### config.mk
export PLATFORM = sky130hd
export DESIGN_NAME = sender_ot_pack_n_flat
export DESIGN_NICKNAME = d
export VERILOG_FILES = /design/src/rtl/sender_ot_pack_n_if.sv /design/src/rtl/sender_ot_pack_n.sv /design/src/flat_wrapper.sv
export SDC_FILE = /design/constraint.sdc
export NUM_CORES = 2
export LEC_CHECK = 0
export ABC_CLOCK_PERIOD_IN_PS = 13800
export BUFFER_PORTS_ARGS = -buffer_cell sky130_fd_sc_hd__buf_2
export CORE_MARGIN = 3
export CORE_UTILIZATION = 56
export CTS_BUF_LIST = sky130_fd_sc_hd__clkbuf_8 sky130_fd_sc_hd__clkbuf_16
export DETAILED_ROUTE_END_ITERATION = 10
export GPL_ROUTABILITY_DRIVEN = 1
export PLACE_DENSITY = 0.75
export SLEW_MARGIN = 30
export SYNTH_ARGS = -nofsm -noshare
export SYNTH_HDL_FRONTEND = slang
export SYNTH_SLANG_ARGS = --single-unit
### constraint.sdc
create_clock -name clk -period 13.8 [get_ports clk]
set_clock_uncertainty 0.05 [all_clocks]
set_input_delay 2.76 -clock clk [delete_from_list [all_inputs] [get_ports clk]]
set_output_delay 2.76 -clock clk [all_outputs]
set_load 0.005 [all_outputs]
### src/rtl/sender_ot_pack_n_if.sv
// Request/response bundle between the OT sender and its requester.
// master drives the request and operands, slave returns packed results and status.
interface sender_ot_pack_n_if #(
    parameter int WIDTH   = 32,
    parameter int NUM_MSG = 2
);
    logic                       gen;
    logic [NUM_MSG*WIDTH-1:0]   message;
    logic [WIDTH-1:0]           N;
    logic [WIDTH-1:0]           d;
    logic [NUM_MSG*WIDTH-1:0]   rand_val;
    logic [WIDTH-1:0]           received_data;
    logic [NUM_MSG*WIDTH-1:0]   packed_data;
    logic                       gen_end;
    logic                       busy;
    logic                       err;

    modport master (
        output gen, message, N, d, rand_val, received_data,
        input  packed_data, gen_end, busy, err
    );

    modport slave (
        input  gen, message, N, d, rand_val, received_data,
        output packed_data, gen_end, busy, err
    );
endinterface

### src/rtl/sender_ot_pack_n.sv
// OT sender packing: per channel, packed = (message + (received - rand)^d) mod N,
// computed with bit-serial shift-add modular multiplies and fixed-latency exponentiation.
module sender_ot_pack_n #(
    parameter int WIDTH   = 32,
    parameter int NUM_MSG = 2
) (
    input  logic clk,
    input  logic rstn,
    sender_ot_pack_n_if.slave bus
);
    localparam int CW = $clog2(WIDTH);
    localparam int MW = $clog2(NUM_MSG);
    localparam logic [CW-1:0]    LAST_BIT = CW'(WIDTH - 1);
    localparam logic [MW-1:0]    LAST_CH  = MW'(NUM_MSG - 1);
    localparam logic [WIDTH-1:0] ONE      = WIDTH'(1);

    typedef enum logic [2:0] {IDLE, REDUCE, EXP, PACK, DONE} state_t;

    state_t state, state_nxt;

    logic [WIDTH-1:0]         n_r, d_r;
    logic [WIDTH-1:0]         msg_r [NUM_MSG];
    logic [WIDTH-1:0]         mag_r [NUM_MSG];
    logic [NUM_MSG-1:0]       neg_r;
    logic [MW-1:0]            ch;
    logic [CW-1:0]            bit_cnt, exp_idx;
    logic [WIDTH-1:0]         acc_a, acc_b, sh_a, sh_b, base_r, res_r;
    logic [NUM_MSG*WIDTH-1:0] packed_r;
    logic                     err_r;

    logic                     in_bad;
    logic signed [WIDTH:0]    diff_in [NUM_MSG];
    logic [WIDTH-1:0]         mag_in  [NUM_MSG];
    logic [NUM_MSG-1:0]       neg_in;
    logic [WIDTH-1:0]         step_a, step_b, res_upd, pack_term, pack_val;
    logic                     gen_end_c, busy_c;

    function automatic logic [WIDTH+1:0] cond_sub(input logic [WIDTH+1:0] v,
                                                  input logic [WIDTH-1:0] n);
        logic [WIDTH+1:0] nx;
        nx = {2'b00, n};
        return (v >= nx) ? v - nx : v;
    endfunction

    // One interleaved step: 2*acc + bit*addend, folded back below n (< 3n before folding).
    function automatic logic [WIDTH-1:0] mod_step(input logic [WIDTH-1:0] acc,
                                                  input logic             bit_in,
                                                  input logic [WIDTH-1:0] addend,
                                                  input logic [WIDTH-1:0] n);
        logic [WIDTH+1:0] t;
        t = {1'b0, acc, 1'b0};
        if (bit_in) t = t + {2'b00, addend};
        t = cond_sub(cond_sub(t, n), n);
        return WIDTH'(t);
    endfunction

    function automatic logic [WIDTH-1:0] add_mod(input logic [WIDTH-1:0] a,
                                                 input logic [WIDTH-1:0] b,
                                                 input logic [WIDTH-1:0] n);
        logic [WIDTH+1:0] t;
        t = {2'b00, a} + {2'b00, b};
        t = cond_sub(t, n);
        return WIDTH'(t);
    endfunction

    always_comb begin
        in_bad = (bus.N < WIDTH'(2));
        for (int i = 0; i < NUM_MSG; i++) begin
            if (bus.message[i*WIDTH +: WIDTH] >= bus.N) in_bad = 1'b1;
            diff_in[i] = $signed({1'b0, bus.received_data})
                       - $signed({1'b0, bus.rand_val[i*WIDTH +: WIDTH]});
            neg_in[i]  = diff_in[i][WIDTH];
            mag_in[i]  = neg_in[i] ? WIDTH'(-diff_in[i]) : WIDTH'(diff_in[i]);
        end
    end

    // REDUCE multiplies magnitude by 1; EXP runs result*base and base*base side by side.
    always_comb begin
        step_a    = mod_step(acc_a, sh_a[WIDTH-1], (state == REDUCE) ? ONE : base_r, n_r);
        step_b    = mod_step(acc_b, sh_b[WIDTH-1], base_r, n_r);
        res_upd   = d_r[exp_idx] ? step_a : res_r;
        pack_term = (neg_r[ch] && d_r[0]) ? n_r - res_r : res_r;
        pack_val  = add_mod(msg_r[ch], pack_term, n_r);
    end

    always_ff @(posedge clk or negedge rstn) begin
        if (!rstn) state <= IDLE;
        else       state <= state_nxt;
    end

    always_comb begin
        state_nxt = state;
        case (state)
            IDLE:    if (bus.gen) state_nxt = in_bad ? DONE : REDUCE;
            REDUCE:  if (bit_cnt == LAST_BIT) state_nxt = EXP;
            EXP:     if (bit_cnt == LAST_BIT && exp_idx == LAST_BIT) state_nxt = PACK;
            PACK:    state_nxt = (ch == LAST_CH) ? DONE : REDUCE;
            DONE:    state_nxt = IDLE;
            default: state_nxt = IDLE;
        endcase
    end

    always_comb begin
        gen_end_c = (state == DONE);
        busy_c    = (state != IDLE);
    end

    always_ff @(posedge clk or negedge rstn) begin
        if (!rstn) begin
            n_r      <= '0;
            d_r      <= '0;
            neg_r    <= '0;
            ch       <= '0;
            bit_cnt  <= '0;
            exp_idx  <= '0;
            acc_a    <= '0;
            acc_b    <= '0;
            sh_a     <= '0;
            sh_b     <= '0;
            base_r   <= '0;
            res_r    <= '0;
            packed_r <= '0;
            err_r    <= 1'b0;
            for (int i = 0; i < NUM_MSG; i++) begin
                msg_r[i] <= '0;
                mag_r[i] <= '0;
            end
        end else begin
            case (state)
                IDLE: if (bus.gen) begin
                    n_r     <= bus.N;
                    d_r     <= bus.d;
                    neg_r   <= neg_in;
                    for (int i = 0; i < NUM_MSG; i++) begin
                        msg_r[i] <= bus.message[i*WIDTH +: WIDTH];
                        mag_r[i] <= mag_in[i];
                    end
                    ch      <= '0;
                    bit_cnt <= '0;
                    exp_idx <= '0;
                    acc_a   <= '0;
                    acc_b   <= '0;
                    sh_a    <= mag_in[0];
                    sh_b    <= '0;
                    base_r  <= '0;
                    res_r   <= ONE;
                    err_r   <= in_bad;
                    if (in_bad) packed_r <= '0;
                end
                REDUCE: begin
                    acc_a   <= step_a;
                    sh_a    <= sh_a << 1;
                    bit_cnt <= bit_cnt + 1'b1;
                    if (bit_cnt == LAST_BIT) begin
                        base_r  <= step_a;
                        res_r   <= ONE;
                        acc_a   <= '0;
                        acc_b   <= '0;
                        sh_a    <= ONE;
                        sh_b    <= step_a;
                        bit_cnt <= '0;
                        exp_idx <= '0;
                    end
                end
                EXP: begin
                    acc_a   <= step_a;
                    acc_b   <= step_b;
                    sh_a    <= sh_a << 1;
                    sh_b    <= sh_b << 1;
                    bit_cnt <= bit_cnt + 1'b1;
                    if (bit_cnt == LAST_BIT) begin
                        res_r   <= res_upd;
                        base_r  <= step_b;
                        acc_a   <= '0;
                        acc_b   <= '0;
                        sh_a    <= res_upd;
                        sh_b    <= step_b;
                        bit_cnt <= '0;
                        exp_idx <= exp_idx + 1'b1;
                    end
                end
                PACK: begin
                    packed_r[ch*WIDTH +: WIDTH] <= pack_val;
                    if (ch != LAST_CH) begin
                        ch      <= ch + 1'b1;
                        sh_a    <= mag_r[ch + 1'b1];
                        acc_a   <= '0;
                        bit_cnt <= '0;
                        res_r   <= ONE;
                    end
                end
                default: ;
            endcase
        end
    end

    assign bus.packed_data = packed_r;
    assign bus.err         = err_r;
    assign bus.gen_end     = gen_end_c;
    assign bus.busy        = busy_c;
endmodule

### src/flat_wrapper.sv
// flat-port wrapper written by rule: the top's interface ports become plain ports
module sender_ot_pack_n_flat 
#(
    parameter int WIDTH   = 32,
    parameter int NUM_MSG = 2
)
  (clk, rstn, bus_gen, bus_message, bus_N, bus_d, bus_rand_val, bus_received_data, bus_packed_data, bus_gen_end, bus_busy, bus_err);
  sender_ot_pack_n_if #(.WIDTH(WIDTH), .NUM_MSG(NUM_MSG)) bus_i ();
  input  logic clk;
  input  logic rstn;
  input wire logic [$bits(bus_i.gen)-1:0] bus_gen;
  input wire logic [$bits(bus_i.message)-1:0] bus_message;
  input wire logic [$bits(bus_i.N)-1:0] bus_N;
  input wire logic [$bits(bus_i.d)-1:0] bus_d;
  input wire logic [$bits(bus_i.rand_val)-1:0] bus_rand_val;
  input wire logic [$bits(bus_i.received_data)-1:0] bus_received_data;
  output wire logic [$bits(bus_i.packed_data)-1:0] bus_packed_data;
  output wire logic [$bits(bus_i.gen_end)-1:0] bus_gen_end;
  output wire logic [$bits(bus_i.busy)-1:0] bus_busy;
  output wire logic [$bits(bus_i.err)-1:0] bus_err;
  assign bus_i.gen = bus_gen;
  assign bus_i.message = bus_message;
  assign bus_i.N = bus_N;
  assign bus_i.d = bus_d;
  assign bus_i.rand_val = bus_rand_val;
  assign bus_i.received_data = bus_received_data;
  assign bus_packed_data = bus_i.packed_data;
  assign bus_gen_end = bus_i.gen_end;
  assign bus_busy = bus_i.busy;
  assign bus_err = bus_i.err;
  sender_ot_pack_n #(.WIDTH(WIDTH), .NUM_MSG(NUM_MSG)) u_core (.clk(clk), .rstn(rstn), .bus(bus_i));
endmodule
# --- After elaboration in Yosys (flattened, before gate mapping) ---
# Cells that the tools add are included.
op_classes:
  bitwise: 2
  eq_ne: 12
  n_shift: 2
  reduce_logical: 18
  add_sub_neg: 17
  mux: 66
  order_cmp: 12
op_table:
  columns: ["operator", "n"]
  rows:
  - ["two-way mux 32 bit", 30]
  - ["one-hot mux 32 bit (3 select lines)", 4]
  - ["one-hot mux 32 bit (4 select lines)", 2]
  - ["greater-or-equal comparator 34 x 32 -> 1 bit", 4]
  - ["two-way mux 34 bit", 4]
  - ["two-way mux 64 bit", 2]
  - ["one-hot mux 64 bit (2 select lines)", 1]
  - ["subtractor 32 bit", 4]
  - ["adder 33 x 32 -> 34 bit", 2]
  - ["subtractor 34 x 32 -> 34 bit", 2]
  - ["subtractor 32 x 32 -> 33 bit", 2]
  - ["bitwise mux 64 bit", 1]
  - ["greater-or-equal comparator 32 bit", 2]
  - ["negator 32 bit", 2]
  - ["variable shift 32 x 34 -> 64 bit, first input constant", 1]
  - ["indexed part select 32 x 34 -> 64 bit", 1]
  - ["negator 6 -> 34 bit", 1]
  - ["adder 32 x 32 -> 33 bit", 1]
  - ["greater-or-equal comparator 33 x 32 -> 1 bit", 1]
  - ["less-than comparator 32 x 2 -> 1 bit, second input constant", 1]
  - ["one-hot mux 5 bit (3 select lines)", 2]
  - ["two-way mux 5 bit", 5]
  - ["two-way mux 3 bit", 5]
  - ["AND reduction 3 bit", 5]
  - ["other kinds (25)", 44]
word_totals:
  ff_bits: 465
  inputBits: 227

# --- Depth between registers and ports, before layout ---
depth:
  word_depth: 11
  mapped_depth: 42
  ltp_nobuf: 38

# --- Least setup slack after synthesis ---
# OpenSTA, ideal clock, no wires.
synth_path:
  path_type: "reg-to-reg"
  startpoint: "reg u_core.state[0]"
  endpoint: "reg u_core.sh_b[18]"
  t_required_ps: 13624
  period_less_slack_ps: 9344
  path_stages_with_launch: 40
  arrival_ps: 9168
  slack_ps: 4456
  path_cell_list: "dfrtp_1 > clkbuf_1 > nor2b_1 > nand2_1 > clkbuf_1 > and2_1 > ha_1 > fa_1 > a21oi_1 > o21a_1 > nor3_1 > or3_1 > a41oi_1 > o21ai_0 > xor2_1 > mux2_2 > ha_1 > and4_1 > [... 4 more ...] > or4b_4 > o21ai_4 > buf_6 > mux2_2 > ha_1 > fa_1 > nand2b_1 > a211oi_1 > o311a_1 > nor3_1 > a21oi_1 > a41oi_1 > o311a_1 > nand3_2 > buf_4 > mux2i_1 > nor2_1 > o32a_1"
synth_via:
  elab_chain_len: 10
  word_cells_on_any_way: 18
  cone_classes: "add/sub: 3; order compare: 2; eq/ne: 4; mux: 6; reduce/logical: 3"
synth_rtl:
  columns: ["item", "line_no", "rtl"]
  rows:
  - ["start: declaration", "sender_ot_pack_n.sv:19", "state_t state, state_nxt;"]
  - ["start signal: assignment", "sender_ot_pack_n.sv:88", "else state <= state_nxt;"]
  - ["equality test 3 x 1 -> 1 bit", "sender_ot_pack_n.sv:79, sender_ot_pack_n.sv:129", null]
  - ["two-way mux 32 bit", "sender_ot_pack_n.sv:79", "step_a = mod_step(acc_a, sh_a[WIDTH-1], (state == REDUCE) ? ONE : base_r, n_r);"]
  - ["adder 33 x 32 -> 34 bit", "sender_ot_pack_n.sv:52", "if (bit_in) t = t + {2'b00, addend};"]
  - ["two-way mux 34 bit", "sender_ot_pack_n.sv:52", null]
  - ["subtractor 34 x 32 -> 34 bit / greater-or-equal comparator 34 x 32 -> 1 bit (equally long branches)", "sender_ot_pack_n.sv:42", "return (v >= nx) ? v - nx : v;"]
  - ["two-way mux 34 bit", "sender_ot_pack_n.sv:42", null]
  - ["subtractor 32 bit / greater-or-equal comparator 34 x 32 -> 1 bit (equally long branches)", "sender_ot_pack_n.sv:42", null]
  - ["two-way mux 32 bit", "sender_ot_pack_n.sv:42", null]
  - ["two-way mux 32 bit", "sender_ot_pack_n.sv:154", "if (bit_cnt == LAST_BIT) begin"]
  - ["one-hot mux 32 bit (3 select lines)", "sender_ot_pack_n.sv:129", "case (state)"]
  - ["end signal: assignment", "sender_ot_pack_n.sv:160", "sh_b <= step_a;"]
  - ["end signal: assignment", "sender_ot_pack_n.sv:169", "sh_b <= sh_b << 1;"]
  - ["end signal: assignment", "sender_ot_pack_n.sv:177", "sh_b <= step_b;"]
  - ["end: declaration", "sender_ot_pack_n.sv:27", "logic [WIDTH-1:0] acc_a, acc_b, sh_a, sh_b, base_r, res_r;"]
# Parallel ways exist; a longest one is shown, timed or not. The select of a mux whose other input is x is not followed.
# A chain may end at the register's enable or synchronous reset.

# --- Worst setup path in the final report ---
layout_path:
  startpoint: "reg u_core.state[0]"
  endpoint: "reg u_core.sh_b[12]"
# Same word-level chain as after synthesis.

==> flow_metrics.env <==
export IMPL_worstHoldPathType="flip-flop to flip-flop"
export IMPL_rsz0062_at_grt="no"
export IMPL_cts_num_sinks=447
export IMPL_grt_use_total_pct=38.5
export IMPL_grt_pass1_wl_um=235000
export IMPL_gp_congestion=1.09
export IMPL_worst_path_largest_cell_delay_ns=0.66
export IMPL_cts_buffer_depth=3
export IMPL_drc_errors=0
export IMPL_fmax_mhz=83.4
export IMPL_die_w_um=282
export IMPL_status="completed"
export IMPL_cap_viol_max_count=0
export IMPL_startpoint_type="flip-flop"
export IMPL_fin_crit_sh_pct=86.9
export IMPL_cts_clk_slew_worst_paths_ns=0.06
export IMPL_utilization_pct=62.5
export IMPL_arrival_ns=12.42
export IMPL_hold_slack_ns=0.417
export IMPL_cp_end_kind="flip-flop"
export IMPL_syn_nets=5886
export IMPL_cts_resized=0
export IMPL_relSlewSlack_pct=21.0
export IMPL_start_util_pct=56.9
export IMPL_cts_tree="done"
export IMPL_coreArea_mm2=0.0749
export IMPL_grt_max_degree=117
export IMPL_area_growth_pct=9.86
export IMPL_tns_ns=0
export IMPL_post_place_ws_ns=2.20
export IMPL_slew_viol_final=0
export IMPL_grt_overflow=0
export IMPL_root_buffer="clkbuf_16"
export IMPL_cp_slowest_cell="dfrtp_1"
export IMPL_path_class="flip-flop to flip-flop"
export IMPL_clk_insertion_delay_late_ns=0.63
export IMPL_fin_nets=6082
export IMPL_vias=42387
export IMPL_finalHoldViolations=0
export IMPL_synth_edf_count=0
export IMPL_cts_buffers=50
export IMPL_worst_pin_slew_ns=1.15
export IMPL_cts_hold_fix_buffers=0
export IMPL_async_flop_share_pct=100
export IMPL_antenna_left=0
export IMPL_wl_um=158000
export IMPL_wl_per_cell_um=24.5
export IMPL_netlist_instances=5229
export IMPL_path_max_fanout=22
export IMPL_setup_viol=0
export IMPL_setup_ws_ns=1.80
export IMPL_yosysWarningCount=0
export IMPL_drtIter0Drc=4895
export IMPL_yosysSeqAreaShare_pct=26.2
export IMPL_grt_pass1_vias=39239
export IMPL_hpwl_um=122000
export IMPL_htree_levels=2
export IMPL_ys_types=108
export IMPL_syn_area_per_cell_um2=8.16
export IMPL_synth_cell_area_mm2=0.0427
export IMPL_first_pass_iters=9
export IMPL_period_needed_ns=12.00
export IMPL_portBuffers=293
export IMPL_die_area_mm2=0.0795
export IMPL_synth_flop_cell="dfrtp_1"
export IMPL_placementRows=100
export IMPL_drive_above_1_share_pct=12.3
export IMPL_antenna_found_initial=16
export IMPL_post_cts_repair_setup_buffers=0
export IMPL_layout_commonest_cell="nand2_1"
export IMPL_die_h_um=282
export IMPL_io_pins=294
export IMPL_synth_seq_cells=447
export IMPL_required_ns=14.23
export IMPL_routed_via_density=6.58
export IMPL_layout_common_cells="791 x nand2_1, 446 x dfrtp_1, 419 x ha_1, 370 x o21ai_0, 340 x a21oi_1"
synthesized netlist by cell type, types with 25 or more instances:
master | number | area (µm²)
a222oi_1 | 25 | 250
and3_1 | 43 | 269
o21ai_1 | 37 | 185
nor2b_1 | 43 | 269
dfrtp_1 | 447 | 11200
inv_1 | 250 | 938
xor2_1 | 129 | 1130
xnor2_1 | 217 | 1900
clkbuf_1 | 184 | 691
a21oi_1 | 342 | 1710
o211ai_1 | 57 | 428
a21o_1 | 186 | 1400
mux2i_1 | 74 | 741
nand3_1 | 107 | 536
nor2_1 | 294 | 1100
a211o_1 | 41 | 359
o21bai_1 | 37 | 278
nand4_1 | 57 | 357
a22o_1 | 49 | 429
o21a_1 | 66 | 495
a31oi_1 | 64 | 400
ha_1 | 419 | 5240
mux2_2 | 148 | 1670
o21ai_0 | 370 | 1850
nor4_1 | 26 | 163
a211oi_1 | 51 | 383
or3_1 | 26 | 163
nand2b_1 | 68 | 425
and2_1 | 63 | 394
nor3_1 | 96 | 480
nand2_1 | 794 | 2980
area by class of cell:
| class | instances | area (µm²) |
|---|---|---|
| multi-input cells | 4323 | 29800 |
| diodes | 11 | 27.5 |
| clock inverters | 23 | 324 |
| repair buffers | 352 | 1970 |
| well taps | 969 | 1210 |
| clock buffers | 61 | 1400 |
| fillers | 6533 | 28100 |
| flip-flops and latches | 447 | 11200 |
| inverters | 251 | 942 |
critical path, delay by kind of cell, from the launching register on:
kind,cells,cell delay (ns)
compound gates,19,5.25
fa+ha+maj,3,1.14
buf+inv,2,0.80
flops,1,0.66
mux,2,1.01
simple gates,10,2.87
routing by layer:
metal / GRT usage (%) / wire [µm]
met1: 50.7 / 63000
met2: 58.0 / 67300
met3: 10.2 / 17900
met4: 20.0 / 9630
met5: 0 / 129
cells by family (layout without fill, tap and decap cells):
kind of cell	count (synthesis)	after routing	synth area share, %
AO/OA/AOI/OAI	1608	1608	25.3
XOR/XNOR	346	346	7.10
adder cells (fa/ha/maj)	430	430	12.8
buffers and inverters	459	687	4.16
flip-flops	447	447	26.2
multiplexers	238	238	6.20
other	0	11	0
AND/OR/NAND/NOR	1701	1701	18.3
sequential cells by signal, indices dropped and copies added, names as in the netlist:
signal,count
u_core.sh_a,32
u_core.state,3
u_core.sh_b,32
u_core.bus.packed_data,64
u_core.bit_cnt,5
u_core.exp_idx,5
u_core.res_r,32
u_core.n_r,32
u_core.bus.err,1
u_core.msg_r,64
u_core.base_r,32
u_core.acc_a,32
u_core.acc_b,32
u_core.d_r,32
u_core.ch,1
u_core.mag_r,46
u_core.neg_r,2
through the flow:
stage | instances | cell area, µm²
floorplan | 5229 | 42700
global placement | 6340 | 45000
detailed placement | 6340 | 45000
CTS | 6424 | 46800
global route | 6433 | 46800
finish | 6437 | 46900
final timing paths:
check	cells after the start	slack, ns	start	end
worst min-delay path	2	0.42	u_core.msg_r[26]	u_core.msg_r[26]
worst max-delay path	36	1.80	u_core.state[0]	u_core.sh_b[12]
max in group asynchronous	3	10.09	rstn	u_core.n_r[28]
worst max register to register	36	1.80	u_core.state[0]	u_core.sh_b[12]
worst min register to register	2	0.42	u_core.msg_r[26]	u_core.msg_r[26]
min in group asynchronous	1	1.99	rstn	u_core.base_r[11]
Power is not shown: default switching activity piles up to over one toggle a cycle in this logic, so the estimate is an artifact.
